<file path="config.mk">
export PLATFORM = sky130hd
export DESIGN_NAME = alu_wb_buffer
export DESIGN_NICKNAME = d
export VERILOG_FILES = /design/src/rtl/alu_pkg.sv /design/src/rtl/alu_wb_fifo.sv /design/src/rtl/alu_wb_buffer.sv
export SDC_FILE = /design/constraint.sdc
export NUM_CORES = 1
export LEC_CHECK = 0
export ABC_CLOCK_PERIOD_IN_PS = 5000
export CORE_MARGIN = 3
export CORE_UTILIZATION = 56
export CTS_CLUSTER_DIAMETER = 120
export DETAILED_ROUTE_END_ITERATION = 10
export PLACE_DENSITY = 0.82
export SETUP_SLACK_MARGIN = 0.2
export SYNTH_ARGS = -nofsm -noshare
export SYNTH_HDL_FRONTEND = slang
export SYNTH_SLANG_ARGS = --single-unit
</file>
<file path="constraint.sdc">
create_clock -name clk -period 5 [get_ports clk]
set_clock_uncertainty 0.05 [all_clocks]
set_input_delay 0.5 -clock clk [delete_from_list [all_inputs] [get_ports clk]]
set_output_delay 0.5 -clock clk [all_outputs]
set_load 0.02 [all_outputs]
</file>
<file path="src/rtl/alu_pkg.sv">
// rtl/alu_pkg.sv - shared ALU types and constants for the writeback buffer
//
// Purpose : op-select encoding, packed flag layout {Z,C,V,S} and flag bit
//           positions used by the ALU writeback buffer and its FIFO.
// Ports   : none (package).
package alu_pkg;

    localparam int ALU_W  = 4;

    localparam int FLAG_Z = 3;
    localparam int FLAG_C = 2;
    localparam int FLAG_V = 1;
    localparam int FLAG_S = 0;

    typedef enum logic [1:0] {
        OP_ADD = 2'b00,
        OP_SUB = 2'b01,
        OP_AND = 2'b10,
        OP_OR  = 2'b11
    } alu_op_e;

    typedef struct packed {
        logic z;
        logic c;
        logic v;
        logic s;
    } alu_flags_t;

endpackage

</file>
<file path="src/rtl/alu_wb_fifo.sv">
// rtl/alu_wb_fifo.sv - generic synchronous FIFO with stream handshakes
//
// Purpose : DEPTH-entry storage between the ALU and its consumer. Ready and
//           valid come only from registered occupancy, so there is no
//           combinational path from the write side to the read side.
// Ports   : clk, rst (sync, active-high)
//           s_tvalid/s_tready/s_tdata : write side
//           m_tvalid/m_tready/m_tdata : read side, m_tdata is 0 when empty
//           count                     : current occupancy
module alu_wb_fifo #(
    parameter int WIDTH = 10,
    parameter int DEPTH = 4,
    parameter int CNT_W = $clog2(DEPTH) + 1
) (
    input  logic             clk,
    input  logic             rst,
    input  logic             s_tvalid,
    output logic             s_tready,
    input  logic [WIDTH-1:0] s_tdata,
    output logic             m_tvalid,
    input  logic             m_tready,
    output logic [WIDTH-1:0] m_tdata,
    output logic [CNT_W-1:0] count
);

    localparam int PTR_W = $clog2(DEPTH);

    logic [WIDTH-1:0] mem_q [DEPTH];
    logic [WIDTH-1:0] mem_d [DEPTH];
    logic [PTR_W-1:0] wr_ptr_q, wr_ptr_d;
    logic [PTR_W-1:0] rd_ptr_q, rd_ptr_d;
    logic [CNT_W-1:0] count_q, count_d;
    logic             push;
    logic             pop;

    // Both handshakes are forced low while reset is held so a transfer in
    // flight cannot complete in the reset cycle.
    assign s_tready = !rst && (count_q != CNT_W'(DEPTH));
    assign m_tvalid = !rst && (count_q != '0);
    assign push     = s_tvalid && s_tready;
    assign pop      = m_tvalid && m_tready;
    assign m_tdata  = m_tvalid ? mem_q[rd_ptr_q] : '0;
    assign count    = count_q;

    always_comb begin
        mem_d    = mem_q;
        wr_ptr_d = wr_ptr_q;
        rd_ptr_d = rd_ptr_q;
        count_d  = count_q;
        if (push) begin
            mem_d[wr_ptr_q] = s_tdata;
            wr_ptr_d        = wr_ptr_q + PTR_W'(1);
        end
        if (pop) begin
            rd_ptr_d = rd_ptr_q + PTR_W'(1);
        end
        case ({push, pop})
            2'b10:   count_d = count_q + CNT_W'(1);
            2'b01:   count_d = count_q - CNT_W'(1);
            default: count_d = count_q;
        endcase
    end

    always_ff @(posedge clk) begin
        if (rst) begin
            wr_ptr_q <= '0;
            rd_ptr_q <= '0;
            count_q  <= '0;
        end else begin
            wr_ptr_q <= wr_ptr_d;
            rd_ptr_q <= rd_ptr_d;
            count_q  <= count_d;
        end
    end

    // Storage needs no reset: a zero count already marks every slot stale.
    always_ff @(posedge clk) begin
        mem_q <= mem_d;
    end

endmodule

</file>
<file path="src/rtl/alu_wb_buffer.sv">
// rtl/alu_wb_buffer.sv - ALU writeback buffer with architectural flag register
//
// Purpose : captures {select, result, flags} from the 4-bit ALU into a FIFO,
//           hands entries to a consumer, and keeps the NZCV-style flag
//           register up to date on every accepted operation.
// Ports   : clk, rst (sync, active-high)
//           in_valid/in_ready, in_select, in_result, in_flags : ALU side
//           out_valid/out_ready, out_select, out_result, out_flags : consumer
//           flags_q    : architectural flags {Z,C,V,S}
//           count      : FIFO occupancy
//           ovf_sticky, ovf_clr : sticky overflow and its clear
// Config  : ALU_WB_STICKY_OVF_EN enables the sticky overflow flop; without it
//           ovf_sticky is tied low and ovf_clr is ignored.
module alu_wb_buffer
    import alu_pkg::*;
#(
    parameter int DEPTH = 4,
    parameter int CNT_W = $clog2(DEPTH) + 1
) (
    input  logic             clk,
    input  logic             rst,
    input  logic             in_valid,
    output logic             in_ready,
    input  logic [1:0]       in_select,
    input  logic [ALU_W-1:0] in_result,
    input  logic [3:0]       in_flags,
    output logic             out_valid,
    input  logic             out_ready,
    output logic [1:0]       out_select,
    output logic [ALU_W-1:0] out_result,
    output logic [3:0]       out_flags,
    output logic [3:0]       flags_q,
    output logic [CNT_W-1:0] count,
    output logic             ovf_sticky,
    input  logic             ovf_clr
);

    localparam int ENTRY_W = 2 + ALU_W + 4;

    logic [ENTRY_W-1:0] rd_entry;
    logic               push;
    logic               is_logic_op;
    alu_op_e            in_op;
    alu_flags_t         in_f;
    alu_flags_t         flags_d;

    alu_wb_fifo #(
        .WIDTH (ENTRY_W),
        .DEPTH (DEPTH),
        .CNT_W (CNT_W)
    ) u_fifo (
        .clk      (clk),
        .rst      (rst),
        .s_tvalid (in_valid),
        .s_tready (in_ready),
        .s_tdata  ({in_select, in_result, in_flags}),
        .m_tvalid (out_valid),
        .m_tready (out_ready),
        .m_tdata  (rd_entry),
        .count    (count)
    );

    assign {out_select, out_result, out_flags} = rd_entry;

    assign push        = in_valid && in_ready;
    assign in_op       = alu_op_e'(in_select);
    assign is_logic_op = (in_op == OP_AND) || (in_op == OP_OR);
    assign in_f        = in_flags;

    // Logic ops only produce a meaningful Z; carry, overflow and sign from
    // the last arithmetic op are preserved across them.
    always_comb begin
        flags_d = flags_q;
        if (push) begin
            flags_d.z = in_f.z;
            if (!is_logic_op) begin
                flags_d.c = in_f.c;
                flags_d.v = in_f.v;
                flags_d.s = in_f.s;
            end
        end
    end

    always_ff @(posedge clk) begin
        if (rst) begin
            flags_q <= 4'b0000;
        end else begin
            flags_q <= flags_d;
        end
    end

`ifdef ALU_WB_STICKY_OVF_EN
    logic ovf_sticky_q, ovf_sticky_d;

    // Setting takes priority so an overflow coinciding with a clear is kept.
    always_comb begin
        ovf_sticky_d = ovf_sticky_q;
        if (push && !is_logic_op && in_flags[FLAG_V]) begin
            ovf_sticky_d = 1'b1;
        end else if (ovf_clr) begin
            ovf_sticky_d = 1'b0;
        end
    end

    always_ff @(posedge clk) begin
        if (rst) begin
            ovf_sticky_q <= 1'b0;
        end else begin
            ovf_sticky_q <= ovf_sticky_d;
        end
    end

    assign ovf_sticky = ovf_sticky_q;
`else
    logic unused_ovf_clr;
    assign unused_ovf_clr = ovf_clr;
    assign ovf_sticky     = 1'b0;
`endif

endmodule

</file>
== After elaboration in Yosys (flattened, before gate mapping) ==
Index checks and enable logic that the tools add are counted.
W data, S select, Z words.

* Flip-flop bits (word level): 51
* Output and inout bits: 20
* Word-level logic and storage cells: 42
* Bits of input ports: 15

* Equality and inequality tests: 5
* Multiplexer cells: 8
* $lt $le $gt $ge: 3
* Bitwise operators: 3
* Add/subtract/negate cells: 4
* Reduce and logical (&&, ||, !) cells: 10

{| class="wikitable"
|+ Operator list
! operator !! count
|-
| $bwmux W40 || 1
|-
| $mux W10 || 4
|-
| $bmux W10 S2 || 1
|-
| $demux W10 S2 || 1
|-
| $eq A2 B2 Y1 const B || 3
|-
| $ge A3 B3 Y1 const B || 2
|-
| $not A2 Y3 || 2
|-
| $pmux W3 S2 || 1
|-
| $logic_and A1 B1 Y1 || 5
|-
| $add A2 B1 Y2 const B || 2
|-
| $add A3 B1 Y3 const B || 1
|-
| $lt A3 B1 Y1 const B || 1
|-
| $ne A3 B3 Y1 const B || 1
|-
| $reduce_bool A3 Y1 || 1
|-
| $sub A3 B1 Y3 const B || 1
|-
| $eq A2 B1 Y1 const B || 1
|-
| $reduce_and A2 Y1 || 1
|-
| $reduce_bool A2 Y1 || 1
|-
| $logic_not A1 Y1 || 1
|-
| $logic_or A1 B1 Y1 || 1
|-
| $not A1 Y1 || 1
|}

== Depth between registers and ports, before layout ==
Gate-level depths: netlist (run 1).

* Word-level depth: 6
* Gate-level depth with buffers: 10

== By module ==
A second synthesis (run 1) with hierarchy kept.

* Cell total of the unflattened synthesis: 133
* Area total of the unflattened synthesis: 2167.1 µm²

{| class="wikitable"
|+ Modules (own cells, without submodules)
! module !! cells an instance !! sequential area each (µm²) !! area an instance (µm²) !! times used
|-
| alu_wb_fifo || 113 || 1341.3 || 1968.1 || 1
|-
| alu_wb_buffer || 20 || 80.1 || 198.9 || 1
|}

== Worst setup path after synthesis (run 1) ==
Ideal clock, no wire load.

* Path kind: reg-to-reg
* From: reg u_fifo.count_q[2], in the netlist u_fifo.count[2]
* To: reg u_fifo.count_q[2], in the netlist u_fifo.count[2]
* Required time: 4.880 ns
* Data arrival time: 2.502 ns
* Slack: 2.378 ns
* Cell stages (with the launch flop): 11
* Library setup time: 0.070 ns
* Period minus slack after synthesis: 2.622 ns
* Cells stage by stage: dfxtp_1 > or3b_4 > and3_4 > buf_6 > inv_1 > ha_1 > inv_1 > fa_1 > xor2_1 > or3_2 > a21oi_1

* Word-level cells in the longest chain between the ends: 5

{| class="wikitable"
|+ RTL lines
! what !! RTL line !! source
|-
| start: declaration || alu_wb_fifo.sv:32 || <nowiki>logic [CNT_W-1:0] count_q, count_d;</nowiki>
|-
| start signal: assignment || alu_wb_fifo.sv:72 || <nowiki>count_q <= count_d;</nowiki>
|-
| $ne A3 B3 Y1 / $reduce_bool A3 Y1 (equally long branches) || alu_wb_fifo.sv:38, alu_wb_fifo.sv:39 ||
|-
| $logic_and A1 B1 Y1, on equally long branches || alu_wb_fifo.sv:38, alu_wb_fifo.sv:39 ||
|-
| $logic_and A1 B1 Y1, on equally long branches || alu_wb_fifo.sv:40, alu_wb_fifo.sv:41 ||
|-
| $eq A2 B1 Y1 / $eq A2 B2 Y1 (equally long branches) || alu_wb_fifo.sv:57 || <nowiki>case ({push, pop})</nowiki>
|-
| $pmux W3 S2 / $reduce_bool A2 Y1 (equally long branches) || - ||
|}

Several ways; a longest one is shown, not always the timed one.
A chain may end at the register's enable or synchronous reset.

== Worst setup path after layout (run 1) ==
* From: in rst
* To: out out_flags[0]

* Word-level cells in the longest chain between the ends: 3

{| class="wikitable"
|+ RTL lines
! what !! RTL line !! source
|-
| start: declaration || alu_wb_buffer.sv:21 || <nowiki>input logic rst,</nowiki>
|-
| $logic_not A1 Y1 || alu_wb_fifo.sv:39 || <nowiki>assign m_tvalid = !rst && (count_q != '0);</nowiki>
|-
| $logic_and A1 B1 Y1 || alu_wb_fifo.sv:39 ||
|-
| $mux W10 || alu_wb_fifo.sv:42 || <nowiki>assign m_tdata = m_tvalid ? mem_q[rd_ptr_q] : '0;</nowiki>
|-
| end: declaration || alu_wb_buffer.sv:31 || <nowiki>output logic [3:0] out_flags,</nowiki>
|}

Every way passes these cells.

==> results by group, run 1 <==
Power
  – P_sw: 0.000201 W
  – Lkg Pwr: roughly 0.86 nW
  – Flop pwr share: between 50% and 60%
  – Cell Pwr Density: 327 mW/mm²
  – VDD IR-drop max: 0.179 mV
  – Sw Ratio: between 20% and 30%
  – Cell Int Power: 0.000640 W
  – Clk network pwr share: 26.2%
  – Combinational power share: ~15%

Setup path
  – Startpoint types: input pin
  – Critical-path top delay cell: clkdlybuf4s50_1
  – Max Fanout on Critical Path: 12
  – Critical path required time: ~4.5 ns
  – Setup CP Type: input pin to output pin
  – Crit-path max cell delay: 0.65 ns
  – CP Buf/Inv Count: 2
  – CP endpoint kind: output pin
  – WP data arrival: 2.62 ns
  – Critical path cell sequence: clkdlybuf4s50_1 -> nor2_1 -> and2_1 -> clkdlybuf4s50_1
  – Most frequent CP cell: clkdlybuf4s50_1
  – Largest delay share family, worst path: buffers and inverters

GRT
  – First-pass GRT wire length: around 6000 µm
  – Global route overflow: 0
  – Largest net degree at the start of global routing: 16
  – Initial antenna violation count: 0
  – Total GRT Usage: a little under a fifth
  – Vias in the first global route: about 1.3k

Floorplan
  – DIE WIDTH: around 68 µm
  – Die area: roughly 0.0046 mm²
  – Initial Utilization: slightly above 60%
  – IO Count: 35
  – FP Rows: 21
  – Core Footprint: 0.00352 mm²
  – Die span in y: 67.9 µm

Synthesis
  – Yosys warnings: 0
  – Synth Instances: between 100 and 150
  – #FFs+latches synth: slightly above 50
  – Distinct cells, synth: 32
  – Register area share after synthesis: approximately 66%
  – Syn Nets: around 160
  – Synth Cell Area: 0.00214 mm²
  – Avg Synthesized Cell Area: 16.0 µm²

Route
  – Vias/cell: approximately 5.6
  – Routed WL: roughly 3700 µm
  – Total number of vias: roughly 1.2k
  – DR iter-0 viols: 65
  – Antenna-violating nets left: 0
  – DR WL/cell: about 17 µm
  – Drt drc: 0
  – Drt pass-1 iters: 4

Placed design
  – Dpl hpwl: around 2500 µm
  – Port Buf Inserts: 32
  – Post-place setup slack: 1.79 ns
  – Gpl congestion: about 0.73

Clock network
  – Clk slew on worst S/H paths: 0.08 ns
  – CTS Buffer Depth: 2
  – Clk_lat worst skew: around 0.29 ns
  – CTS Sinks: 51
  – Setup repair bufs after CTS: 0
  – Hold buffer count at cts: 0
  – Num CTS Buffers: 5
  – H-tree depth: 2
  – CTS tree: yes
  – Resized cells post-CTS: 0
  – Clk root buf: clkbuf_8

Timing
  – Max Slew Vio Count: 0
  – Fin crit period: roughly 3.2 ns
  – Final setup viols: 0
  – Worst slew pin tran: 0.771 ns
  – Fin. Hold Viols: 0
  – Rel. slew slack: between 40% and 50%
  – Max Freq: around 320 MHz
  – Worst Setup Slack, final: about 1.8 ns
  – Setup TNS Final: 0 ns
  – Crit share post-route: 63.5%
  – RSZ-0062 raised after global routing: no

Final layout
  – Area grow syn2layout: 19.8%
  – Fin nets: 188
  – Layout cells sized above 1: around 15%
  – Number of diodes: 0

Worst hold path
  – Hold Crit Class: flip-flop to flip-flop

Run
  – Max-cap violations: 0

Outcome
  – Status: completed
state kept, by name (all words and copies together), names as in the netlist:
signal	flops
u_fifo.mem_q	40
flags_q	4
u_fifo.count	3
u_fifo.rd_ptr_q	2
u_fifo.wr_ptr_q	2
kinds of logic after synthesis:
logic type	Yosys count	synth area share, %
xor gates and xnor gates	2	0.817
buffers and inverters	13	2.98
adders and majority gates	6	3.85
and+or+nand+nor	38	10.5
DFF	51	66.3
other	1	0.175
AOI/OAI and AO/OA	10	3.03
muxes	13	12.4
layout make-up:
cell class              instances  area (µm²)
flip-flops and latches         51        1420
clock buffers                   6        72.6
inverters                       7        26.3
fillers                       238         951
clock inverters                 2        12.5
multi-input cells              70         659
repair buffers                 32         320
well taps                      46        57.6
Yosys cell counts (all sizes together):
| master | number | share of area (%) |
|---|---|---|
| and3 | 1 | 0.53 |
| nor2b | 1 | 0.29 |
| edfxtp | 40 | 56 |
| mux2 | 2 | 1.4 |
| or3b | 1 | 0.53 |
| or3 | 2 | 0.64 |
| mux2i | 1 | 0.47 |
| nand2b | 1 | 0.29 |
| xor2 | 2 | 0.82 |
| clkbuf | 2 | 0.35 |
| and2 | 14 | 4.3 |
| fa | 1 | 0.93 |
| conb | 1 | 0.17 |
| dfxtp | 11 | 10 |
| nor3b | 3 | 1.1 |
| mux4 | 10 | 11 |
| o21ai | 2 | 0.47 |
| buf | 4 | 1.4 |
| nand2 | 5 | 0.88 |
| o211ai | 4 | 1.4 |
| a211oi | 1 | 0.35 |
| a21oi | 2 | 0.47 |
| ha | 5 | 2.9 |
| nor2 | 6 | 1.1 |
| a21o | 1 | 0.35 |
| nor3 | 1 | 0.23 |
| inv | 7 | 1.2 |
| nand3 | 3 | 0.70 |
metrics by stage:
step / area [µm²] / hold WS (ns) / std cells / utilization [%] / total power (W)
6_report: 2570 / 0.459 / 214 / 73.0 / 0.000841
5_1_grt: 2570 / 0.509 / 214 / 73.0 / 0.000880
4_1_cts: 2570 / 0.461 / 214 / 73.0 / 0.000848
2_1_floorplan: 2140 / 0.488 / 134 / - / 0.000578
3_3_place_gp: 2480 / 0.436 / 206 / 70.6 / 0.000624
3_5_place_dp: 2480 / 0.439 / 206 / 70.6 / 0.000631
metal layers:
layer | up-vias | part of all wire [%] | GRT usage [%] | routed length (µm)
met4 | 0 | 1.7 | 7.20 | 61
met3 | 7 | 5.9 | 6.57 | 217
met5 | - | 0 | 0 | 0
met1 | 595 | 41 | 22.1 | 1510
li1 | 561 | - | - | -
met2 | 41 | 51 | 31.7 | 1870
layout by cell type (no fill, tap or decap), types with 3 or more instances in the layout:
master / n
inv_1: 7
nand2_1: 5
clkbuf_8: 5
o211ai_1: 4
and2_2: 4
nand3_1: 3
mux4_2: 10
edfxtp_1: 40
nor3b_1: 3
nor2_1: 6
dfxtp_1: 11
and2_1: 10
ha_1: 5
clkdlybuf4s50_1: 32
worst min-delay path, delay by kind of cell, from the launching register on:
kind / cells / cell delay [ns]
flip-flops: 1 / 0.32
AO/OA/AOI/OAI: 1 / 0.09
AND/OR/NAND/NOR: 1 / 0.06
worst paths after layout:
kind	from	endpoint	slack [ns]	cells after the start
max reg2reg	u_fifo.count[2]	u_fifo.count[2]	2.34	9
max	rst	out_flags[0]	1.83	4
min	flags_q[2]	flags_q[2]	0.46	2
min reg2reg	flags_q[2]	flags_q[2]	0.46	2
power by group through the flow:
stage | registers, W | logic [W] | clock network [W]
final | 0.000493 | 0.000128 | 0.000220
after global placement | 0.000501 | 0.000124 | 0
after detailed placement | 0.000503 | 0.000128 | 0
after global routing | 0.000496 | 0.000140 | 0.000244
after CTS | 0.000493 | 0.000130 | 0.000225
after floorplan | 0.000498 | 0.0000798 | 0
(Power assumes the default switching activity.)
==> run 2: changes to the inputs <==
- ABC_CLOCK_PERIOD_IN_PS: 5000 -> 2700
- CORE_UTILIZATION: 56 -> 47
- PLACE_DENSITY: 0.82 -> 0.73
- clock period: 5 -> 2.7 ns (I/O delays scaled with it)
==> run 2 against run 1 <==
  * Total power grew 87%
  * Flip-flop and latch count is the same
  * Die area grew 17%
  * Hold slack lost 0.013 ns
  * Via count shrank 0.33%
  * Sequential share of layout area shrank 1.1 points
  * Non-clock buffer count grew 7
  * Cell count grew 5.1%
==> results by group, run 2 (synthesis gave the netlist of run 1 again) <==
Floorplan
  – FP Rows: 23 (+9.5%)
  – Die span in y: 73.6 µm (+8.3%)
  – Die area: 0.00541 mm² (+17%)
  – IO Count: 35 (unchanged)
  – Core Footprint: 0.00420 mm² (+19%)
  – DIE WIDTH: 73.6 µm (+8.3%)
  – Initial Utilization: 51.0% (-9.9 points)

Final layout
  – Fin area: 0.00264 mm² (+2.7%)
  – Max reg flops: 40 (unchanged)
  – Area grow syn2layout: 23.1%
  – Layout cells sized above 1: 20.6% (+5.1 points)
  – Most flops, register: u_fifo.mem_q
  – Most frequent cells in the layout: edfxtp_1 (40), clkdlybuf4s50_1 (32), mux4_2 (10), and2_1 (10), dfxtp_1 (8)
  – Filler Cells Inserted: 309 (+30%)
  – Number of diodes: 0 (unchanged)
  – Area occupied by multi-input gates: 664 µm² (+0.76%)
  – Reg area: 0.00143 mm² (+0.62%)
  – Commonest non-fill, non-tap cell in the layout: edfxtp_1
  – Fin nets: 195 (+3.7%)
  – Finished Layout Cells: 225 (+5.1%)

GRT
  – Global route overflow: 0 (unchanged)
  – Met1 Usage GRT: 18.8% (-3.3 points)
  – Met2 Resource Use GR: 27.0% (-4.7 points)
  – GR Util met3: 4.38% (-2.2 points)
  – First-pass GRT wire length: 6110 µm (+2.2%)
  – Initial antenna violation count: 0 (unchanged)
  – Most Used Layer, Global Route: met2
  – Total GRT Usage: 15.4% (-3.4 points)
  – Largest net degree at the start of global routing: 15 (-1)
  – Vias in the first global route: 1,269 (+1.1%)

Placed design
  – Area post-placement: 0.00255 mm² (+2.6%)
  – Gpl congestion: 0.798 (+9.9%)
  – Port Buf Inserts: 32 (unchanged)
  – Dpl cells: 216 (+4.9%)
  – Dpl hpwl: 2650 µm (+7.6%)

Setup path
  – RR Startpoint: u_fifo.count[2]
  – Crit-path max cell delay: 0.42 ns (-0.23 ns)
  – Critical-path top delay cell: or3_2
  – Depth of the most critical reg-to-reg path: 9 (unchanged)
  – Reg2reg setup slack: 0.28 ns (-2.06 ns)
  – Most frequent CP cell: inv_1
  – Max Fanout on Critical Path: 6 (-6)
  – Critical path cell sequence: or3b_4 -> and3_4 -> inv_1 -> ha_2 -> inv_1 -> fa_2 -> xor2_1 -> or3_2 -> a21oi_1
  – Critical path required time: 2.87 ns (-1.58 ns)
  – WP data arrival: 2.59 ns (-0.03 ns)
  – Setup CP Type: flip-flop to flip-flop
  – Startpoint types: flip-flop
  – CP endpoint kind: flip-flop
  – Critical R2R Capture: u_fifo.count[2]

Power
  – Lkg Pwr: 0.900 nW (+4.1%)
  – VDD IR-drop max: 0.387 mV (+120%)
  – Cell Pwr Density: 597 mW/mm² (+82%)

Clock network
  – CTS tree: yes
  – CTS Sinks: 51 (unchanged)
  – H-tree depth: 2 (unchanged)
  – Clk root buf: clkbuf_8
  – Clk_lat worst skew: 0.29 ns (about the same)
  – Clk slew on worst S/H paths: 0.08 ns (about the same)
  – CTS Buffer Depth: 2 (unchanged)
  – Hold buffer count at cts: 0 (unchanged)
  – Num CTS Buffers: 5 (unchanged)

Timing
  – Fin crit period: approximately 2.4 ns
  – Max Slew Vio Count: 0 (unchanged)
  – Rel. slew slack: 62.2% (+14 points)
  – Setup TNS Final: 0 ns (unchanged)
  – Crit share post-route: roughly nine tenths
  – Final setup viols: 0 (unchanged)
  – Final hold slack: 0.446 ns (-0.0128 ns)
  – Max Freq: just over 400 MHz
  – Fin. Hold Viols: 0 (unchanged)
  – RSZ-0062 raised after global routing: no
  – Worst slew pin tran: 0.566 ns (-0.205 ns)

Worst hold path
  – Hold Crit Class: flip-flop to flip-flop
  – Hold_sp: flags_q[0]
  – Hold path depth: 2 (unchanged)
  – Hold Crit Endpoint: flags_q[0]

Route
  – Antenna-violating nets left: 0 (unchanged)
  – Routed WL: 3830 µm (+4.7%)
  – Drt drc: 0 (unchanged)
  – DR WL/cell: 17.0 µm (-0.44%)
  – Total number of vias: 1,200 (-0.33%)
  – DR iter-0 viols: 51 (-22%)
  – Vias/cell: 5.33 (-5.2%)
  – Drt pass-1 iters: 4 (unchanged)

Run
  – Max-cap violations: 0 (unchanged)

Outcome
  – Status: completed
-- run 2: cell types whose count changed in the layout (fill, tap and decap cells not counted), sizes merged --
cell      delta
buf          +7
clkbuf       +2
clkinv       -1
clkinvlp     -1
-- run 2: what timing repair did --
item | in CTS | in global routing
buffers inserted | 0 | 1
endpoints found under the setup margin | 0 | 3
resized for setup | 0 | 1
hold endpoints to repair | 0 | 0
-- run 2: metal layers --
metal | up-vias | share of wire, %
li1 | 570 | -
met3 | 2 | 5.5
met4 | 0 | 0.50
met2 | 34 | 51
met5 | - | 0
met1 | 594 | 43
-- run 2: worst max-delay path by stage --
| stage | start | to | slack [ns] | cells past startpoint |
|---|---|---|---|---|
| 6_report | u_fifo.count[2] | u_fifo.count[2] | 0.28 | 9 |
| 5_1_grt | u_fifo.rd_ptr_q[1] | out_flags[3] | 0.20 | 3 |
| 4_1_cts | u_fifo.count[2] | u_fifo.count[2] | 0.24 | 9 |
| 3_5_place_dp | rst | u_fifo.count[2] | 0.08 | 8 |
| 3_3_place_gp | rst | u_fifo.count[2] | 0.18 | 8 |
| 2_1_floorplan | u_fifo.count[2] | u_fifo.count[2] | 0.23 | 10 |
-- run 2: through the flow --
| stage | util (%) | total power, W | setup WS, ns |
|---|---|---|---|
| 2_1_floorplan | - | 0.00107 | 0.232 |
| 3_3_place_gp | 60.7 | 0.00117 | 0.177 |
| 3_5_place_dp | 60.7 | 0.00118 | 0.0763 |
| 4_1_cts | 62.6 | 0.00159 | 0.243 |
| 5_1_grt | 62.8 | 0.00164 | 0.200 |
| 6_report | 62.8 | 0.00158 | 0.279 |
-- run 2: worst max-delay path: cells and delay by family (launching register included) --
family	cells	cell delay, ns
buf+inv	2	0.10
xor+xnor	1	0.16
flops	1	0.37
compound gates	1	0.16
fa+ha+maj	2	0.51
simple gates	3	0.99
-- run 2: power breakdown --
| part | leakage [nW] | switching, W | internal, W |
|---|---|---|---|
| Clock | 0.0395 | 0.000225 | 0.000184 |
| Combinational | 0.405 | 0.000130 | 0.000139 |
| Sequential | 0.455 | 0.0000180 | 0.000879 |
-- run 2: area by class of cell --
type / count / share of cell area (%)
multi-input cells: 70 / 25.2
inverters: 7 / 0.995
repair buffers: 39 / 14.3
flip-flops and latches: 51 / 54.2
clock buffers: 8 / 3.03
well taps: 50 / 2.37
==> run 3: changes to the inputs <==
- ABC_CLOCK_PERIOD_IN_PS: 2700 -> unset
==> results of run 3 <==
Same layout as run 2: the final DEF is identical, and so are final timing and power.
